===== src/rtl/ldpc_encoder_serial.sv =====
// rtl/ldpc_encoder_serial.sv - bit-serial systematic LDPC (11,7) encoder, valid/ready on both sides
// Optional feature macro: ERR_INJECT_EN (adds inj_mask error-injection input).
module ldpc_encoder_serial #(
  parameter int                 MSG_W = 7,
  parameter int                 CW_W  = 11,
  parameter logic [MSG_W-1:0]   ROW0  = 7'b1001010,
  parameter logic [MSG_W-1:0]   ROW1  = 7'b0101100,
  parameter logic [MSG_W-1:0]   ROW2  = 7'b0010111,
  parameter logic [MSG_W-1:0]   ROW3  = 7'b1110001
) (
  input  logic             clk,
  input  logic             rst,
  input  logic             msg_valid,
  input  logic [MSG_W-1:0] msg_data,
  output logic             msg_ready,
  output logic             cw_valid,
  output logic [CW_W-1:0]  cw_data,
  input  logic             cw_ready,
  output logic             busy
`ifdef ERR_INJECT_EN
  ,
  input  logic [CW_W-1:0]  inj_mask
`endif
);

  typedef enum logic [1:0] {S_IDLE, S_SHIFT, S_OUT} state_t;

  state_t            state_q, state_d;
  logic [2:0]        cnt_q;
  logic [MSG_W-1:0]  shift_q;
  logic [3:0]        parity_q, parity_d;
  logic [CW_W-1:0]   cw_q;
  logic [2:0]        bit_idx;
  logic [3:0]        row_bits;
  logic              last_bit;
`ifdef ERR_INJECT_EN
  logic [CW_W-1:0]   mask_q;
`endif

  // Column of H for the message bit currently at the top of the shift register.
  assign bit_idx  = 3'(MSG_W - 1) - cnt_q;
  assign row_bits = {ROW0[bit_idx], ROW1[bit_idx], ROW2[bit_idx], ROW3[bit_idx]};
  assign parity_d = parity_q ^ (row_bits & {4{shift_q[MSG_W-1]}});
  assign last_bit = (cnt_q == 3'(MSG_W - 1));

  always_ff @(posedge clk or posedge rst) begin
    if (rst) state_q <= S_IDLE;
    else     state_q <= state_d;
  end

  always_comb begin
    state_d = state_q;
    case (state_q)
      S_IDLE:  if (msg_valid) state_d = S_SHIFT;
      S_SHIFT: if (last_bit)  state_d = S_OUT;
      S_OUT:   if (cw_ready)  state_d = S_IDLE;
      default: state_d = S_IDLE;
    endcase
  end

  always_comb begin
    msg_ready = 1'b0;
    cw_valid  = 1'b0;
    busy      = 1'b0;
    case (state_q)
      S_IDLE:  msg_ready = 1'b1;
      S_SHIFT: busy      = 1'b1;
      S_OUT: begin
        cw_valid = 1'b1;
        busy     = 1'b1;
      end
      default: msg_ready = 1'b0;
    endcase
  end

  always_ff @(posedge clk or posedge rst) begin
    if (rst) begin
      cnt_q    <= '0;
      shift_q  <= '0;
      parity_q <= '0;
      cw_q     <= '0;
`ifdef ERR_INJECT_EN
      mask_q   <= '0;
`endif
    end else begin
      case (state_q)
        S_IDLE: begin
          if (msg_valid) begin
            shift_q  <= msg_data;
            cw_q     <= {msg_data, 4'b0000};
            parity_q <= '0;
            cnt_q    <= '0;
`ifdef ERR_INJECT_EN
            mask_q   <= inj_mask;
`endif
          end
        end
        S_SHIFT: begin
          parity_q <= parity_d;
          shift_q  <= shift_q << 1;
          cnt_q    <= cnt_q + 3'd1;
          if (last_bit) cw_q[3:0] <= parity_d;
        end
        default: cnt_q <= cnt_q;
      endcase
    end
  end

`ifdef ERR_INJECT_EN
  assign cw_data = (state_q == S_OUT) ? (cw_q ^ mask_q) : cw_q;
`else
  assign cw_data = cw_q;
`endif

endmodule


===== config.mk =====
export PLATFORM = sky130hd
export DESIGN_NAME = ldpc_encoder_serial
export DESIGN_NICKNAME = d
export VERILOG_FILES = /design/src/rtl/ldpc_encoder_serial.sv
export SDC_FILE = /design/constraint.sdc
export NUM_CORES = 1
export LEC_CHECK = 0
export CAP_MARGIN = 15
export CORE_MARGIN = 5
export CORE_UTILIZATION = 46
export CTS_CLUSTER_SIZE = 24
export DETAILED_ROUTE_END_ITERATION = 6
export GPL_TIMING_DRIVEN = 0
export PLACE_DENSITY = 0.8
export SLEW_MARGIN = 20
export SYNTH_ARGS = -nofsm -noshare
export SYNTH_HDL_FRONTEND = slang
export SYNTH_SLANG_ARGS = --single-unit

===== constraint.sdc =====
create_clock -name clk -period 1.75 [get_ports clk]
set_clock_uncertainty 0.15 [all_clocks]
set_input_delay 0.525 -clock clk [delete_from_list [all_inputs] [get_ports clk]]
set_output_delay 0.525 -clock clk [all_outputs]
set_load 0.005 [all_outputs]

* Word-level counts from Yosys, hierarchy flattened
Memories as Yosys holds them, arrays and structs flattened.
Index checks and enable logic that the tools add are counted.
** Storage, ports and cells
- Bits in registers :: 27
- Bits in latches :: 0
- Bits in writable memories :: 0
- Bits in read-only memories :: 32
- Input port bits :: 11
- Output and inout bits :: 14
- Logic and storage cells :: 48
- Memories :: 4
** Memories
- (name not given) :: depth 8, width 1, rd ports 1, clocked after memory_dff 0, write ports 0, RTL line 42 : assign row_bits = {ROW0[bit_idx], ROW1[bit_idx], ROW2[bit_idx], ROW3[bit_idx]};
- (name not given) :: depth 8, width 1, rd ports 1, clocked after memory_dff 0, write ports 0, RTL line 42
- (name not given) :: depth 8, width 1, rd ports 1, clocked after memory_dff 0, write ports 0, RTL line 42
- (name not given) :: depth 8, width 1, rd ports 1, clocked after memory_dff 0, write ports 0, RTL line 42
** Operators by class
- Add/subtract/negate cells :: 2
- Multiply operators :: 0
- Divide/modulo/power cells :: 0
- $lt $le $gt $ge :: 1
- Eq/ne operators :: 6
- Shifts and indexed selects :: 0
- Multiplexer cells :: 20
- Bitwise logic cells :: 2
- Reductions and logical operators :: 7
** Operators by type and width (count)
- $pmux 4 s2 :: 2
- $pmux 7 s2 :: 1
- $mux 4 :: 3
- $mux 1 :: 7
- $mux 7 :: 1
- $mux 2 :: 3
- $ne 2x2->1 const B :: 3
- $pmux 2 s3 :: 1
- $pmux 3 s2 :: 1
- $reduce_and 3->1 :: 2
- $and 4x4->4 :: 1
- $lt 3x4->1 const B :: 1
- $reduce_and 2->1 :: 2
- $xor 4x4->4 :: 1
- $add 3x1->3 const B :: 1
- $eq 3x3->1 const B :: 1
- $mux 3 :: 1
- $sub 3x3->3 const A :: 1
- $eq 2x1->1 const B :: 1
- $eq 2x2->1 const B :: 1
- $logic_not 2->1 :: 1
- $reduce_bool 2->1 :: 1
- $reduce_or 2->1 :: 1

* Depth between registers and ports, before layout
- Word-level depth :: 7
- Mapped depth :: 6
- Depth with buffers taken out :: 6

* Worst setup path after synthesis
No wires, ideal clock.
- Kind :: flip-flop to flip-flop
- Start point :: register cnt_q[1]
- End point :: register parity_q[2]
- Library setup time :: 0.069 ns
- Arrival :: 1.689 ns
- Slack :: -0.159 ns
- Cell stages (with the launch flop) :: 6
- Period minus slack after synthesis :: 1.909 ns
- Cell sequence :: dfrtp_1 > ha_1 > xnor2_1 > mux2_2 > or3_1 > nand3_1
** On the way
- Cells in the longest elaborated chain, start to end :: 6
** RTL lines
- from (decl) :: RTL line 29 : logic [2:0] cnt_q;
- from (signal assigned) :: RTL line 101 : cnt_q <= cnt_q + 3'd1;
- from (signal assigned) :: RTL line 104 : default: cnt_q <= cnt_q;
- $sub 3x3->3 :: RTL line 41 : assign bit_idx = 3'(MSG_W - 1) - cnt_q;
- $mem_v2 8x1
- $mux 1 (not written as such) :: RTL line 42
- $and 4x4->4 :: RTL line 43 : assign parity_d = parity_q ^ (row_bits & {4{shift_q[MSG_W-1]}});
- $xor 4x4->4 :: RTL line 43
- $pmux 4 s2 :: RTL line 86 : case (state_q)
- to (signal assigned) :: RTL line 99 : parity_q <= parity_d;
- to (decl) :: RTL line 31 : logic [3:0] parity_q, parity_d;
Every way passes these cells. The select of a mux whose other input is x is not followed.
A chain may end at the register's enable or synchronous reset.

* Worst setup path in the final report
- Start point :: register state_q[0]
- End point :: output port cw_valid
** On the way
- Cells in the longest elaborated chain, start to end :: 2
** RTL lines
- from (decl) :: RTL line 28 : state_t state_q, state_d;
- from (signal assigned) :: RTL line 48 : else state_q <= state_d;
- $eq 2x2->1 :: RTL line 65 : case (state_q)
- $mux 1 :: RTL line 65
- to (decl) :: RTL line 16 : output logic cw_valid,
Every way passes these cells.

==> flow_summary.json <==
{
  "cp.arrival_ns": 1.18,
  "worst_path_most_repeated_cell": "buf_6",
  "synth_common_cells": "dfrtp_1, nand2_1, o21ai_0, inv_1",
  "min_period_ns": 1.854,
  "max_freq_mhz": 539.3,
  "synth-compound-area-share": 0.09726,
  "async_flop_share": 1.000,
  "yosysTopAreaCell": "dfrtp_1",
  "grt-ovfl-total": 0,
  "dp_hpwl_mm": 1.893,
  "die-area_um2": 4054,
  "synth_cells": 127,
  "cts-htree-levels": 1,
  "drt_pass1_iterations": 4,
  "cts_tree": "built",
  "synthAdderAreaFrac": 0.06610,
  "syn_nets": 145,
  "wl_per_cell_um": 16.52,
  "grt_pass1_wl_mm": 5.140,
  "synthMuxAreaShare": 0.1398,
  "reg2reg_slack_ns": -0.08,
  "synth_xor_area_frac": 0.03305,
  "pre_cts_ws_ns": -0.4522,
  "antenna_found_initial": 0,
  "gp_congestion": 0.8212,
  "irDropWorstVdd_mv": 1.327,
  "fin_tns_setup_ns": -0.5568,
  "worst_pin_slew_ns": 0.5618,
  "start_util": 0.4805,
  "core_um2": 2758,
  "instances_no_fill": 207,
  "worst-setup-path-type": "reg -> out",
  "finalHoldViolCount": 0,
  "avgViaCountPerCell": 5.628,
  "cts_sinks": 27,
  "rr_endpoint": "parity_q[3]",
  "required_ns": 1.07,
  "yosys.area_share.simple": 0.1199,
  "cts_buffers": 3,
  "drc": 0,
  "holdBufCountCts": 0,
  "cts.path.max_buffers": 2,
  "synth-edff-count": 0,
  "ant_nets": 0,
  "path_clk_slew_ns": 0.14,
  "fin_hold_ws_ns": 0.3413,
  "ys_seq_elements": 27,
  "grt_util_all_layers": 0.1601,
  "drv_slew": 0,
  "drv_cap": 0,
  "crit_family": "flip-flops",
  "antenna_cells": 0,
  "place_area_um2": 1619,
  "clk_latency_ns": 0.33,
  "die_w_um": 63.67,
  "leakage_nw": 0.9097,
  "layout-drive-gt1-share": 0.3580,
  "cts_root_buffer": "clkbuf_4",
  "r2r_cells": 5,
  "worstSetupStartpointType": "flip-flop",
  "vias": 1165,
  "cp_cell_sequence": "inv_2 > buf_6 > ha_4 > buf_6",
  "ys_warn_count": 0,
  "period_share": 1.060,
  "nNetsFinal": 195,
  "min_from": "cw_data[1]",
  "min_path_cells": 2,
  "worstReg2RegStart": "cnt_q[0]",
  "synth_area_leaders": "dfrtp_1, mux2_2, nand2_1",
  "avgSynthCellArea_um2": 10.43,
  "min_delay_worst_endpoint": "cw_data[1]",
  "ys_seq_area_frac": 0.5099,
  "power_mw": 3.496,
  "io_pins": 25,
  "synth_top_family_by_area": "multiplexers",
  "grt_pass1_vias": 1118,
  "hp-class": "reg -> reg",
  "outcome": "finished with violations",
  "final_area_um2": 1978,
  "synth_top_area_frac": 0.5099,
  "die_height_um": 63.67,
  "syn-cell-area_um2": 1325,
  "worst_path_largest_cell_delay_ns": 0.40,
  "critPathCaptureType": "output port",
  "placedCellCount": 182,
  "grt_start_max_net_pins": 28,
  "powerDensity_nw_per_um2": 1767,
  "drt_wl_total_mm": 3.419,
  "synth_cell_type_count": 21,
  "max_slew_margin": 0.6249,
  "critPathBufInv": 3,
  "worst_path_max_delay_cell": "dfrtp_1",
  "drt_first_iter_violations": 73,
  "violations": "negative setup slack",
  "io_buffers": 24,
  "postLayoutCoreUtil": 0.7173,
  "yosysMostFrequentCell": "dfrtp_1",
  "synthFlopType": "dfrtp_1",
  "placement_rows": 19,
  "crit_fanout": 2,
  "setup_viol": 9,
  "syn_to_final_growth_pct": 49.29,
  "rsz0062_at_grt": "yes",
  "finalWorstSetupSlack_ns": -0.1044
}
## report_power, final
group	total (mW)	internal, mW	switching (mW)
combinational	2.09	1.15	0.946
clock	0.277	0.0896	0.187
sequential	1.12	0.903	0.221
total	3.50	2.14	1.35
## flip-flops by register name (all words and copies together) (netlist names)
signal / count
parity_q: 4
shift_q: 7
cnt_q: 3
cw_data: 11
state_q: 2
## cells in the final DEF, fill, tap and decap left out, types with 3 or more instances in the layout
cell type         n
inv_1             5
inv_2             4
buf_4            16
xor2_1            4
o21ai_0           9
nand2_1          23
o31ai_1           3
mux2i_1           7
clkbuf_4          3
dlygate4sd2_1    11
clkdlybuf4s50_1  10
ha_4              6
buf_6             8
o21ai_2           4
dfrtp_1          25
mux2_2            7
nand3_1           5
## final cells by class
type,count,area [µm²]
clock buffer,4,26.28
sequential,27,678.2
tap,31,38.79
fill,181,779.5
multi-input combinational,88,749.5
buffer,3,37.54
inverter,9,33.78
timing repair buffer,45,414.1
## repair_timing
action / CTS / global route
endpoints found under the hold margin: 0 / 0
resized for setup: 53 / 21
gates cloned: 0 / 2
pin swaps: 3 / 9
setup buffers: 13 / 6
endpoints found under the setup margin: 32 / 22
## kinds of logic after synthesis
group | count (synthesis)
AND/OR/NAND/NOR | 36
flip-flops | 27
AO/OA/AOI/OAI | 23
multiplexers | 17
buffers and inverters | 12
adder cells (fa/ha/maj) | 7
XOR/XNOR | 5
## tightest hold or removal path, delay by kind of cell (launching register included)
family	cells	cell delay, ns
flops	1	0.37
simple gates	1	0.06
compound gates	1	0.05
## per-layer routing
layer,track usage,wire [µm],vias up,share of wire
met5,0,0,-,0
met4,0.07013,131,0,0.038
met3,0.03552,208,13,0.061
met2,0.2855,1816,55,0.53
met1,0.1798,1262,572,0.37
li1,-,-,525,-
## worst max-delay path by stage
stage | start | endpoint | slack (ns) | depth (start not counted)
3_5_place_dp | msg_valid | shift_q[0] | -0.45 | 5
4_1_cts | state_q[1] | busy | -0.08 | 3
6_report | state_q[0] | cw_valid | -0.10 | 4
2_1_floorplan | cnt_q[1] | parity_q[2] | 0.007 | 5
3_3_place_gp | msg_valid | cnt_q[1] | -0.44 | 5
5_1_grt | cnt_q[1] | parity_q[1] | -0.18 | 7
Power figures use the tool's default switching activity.
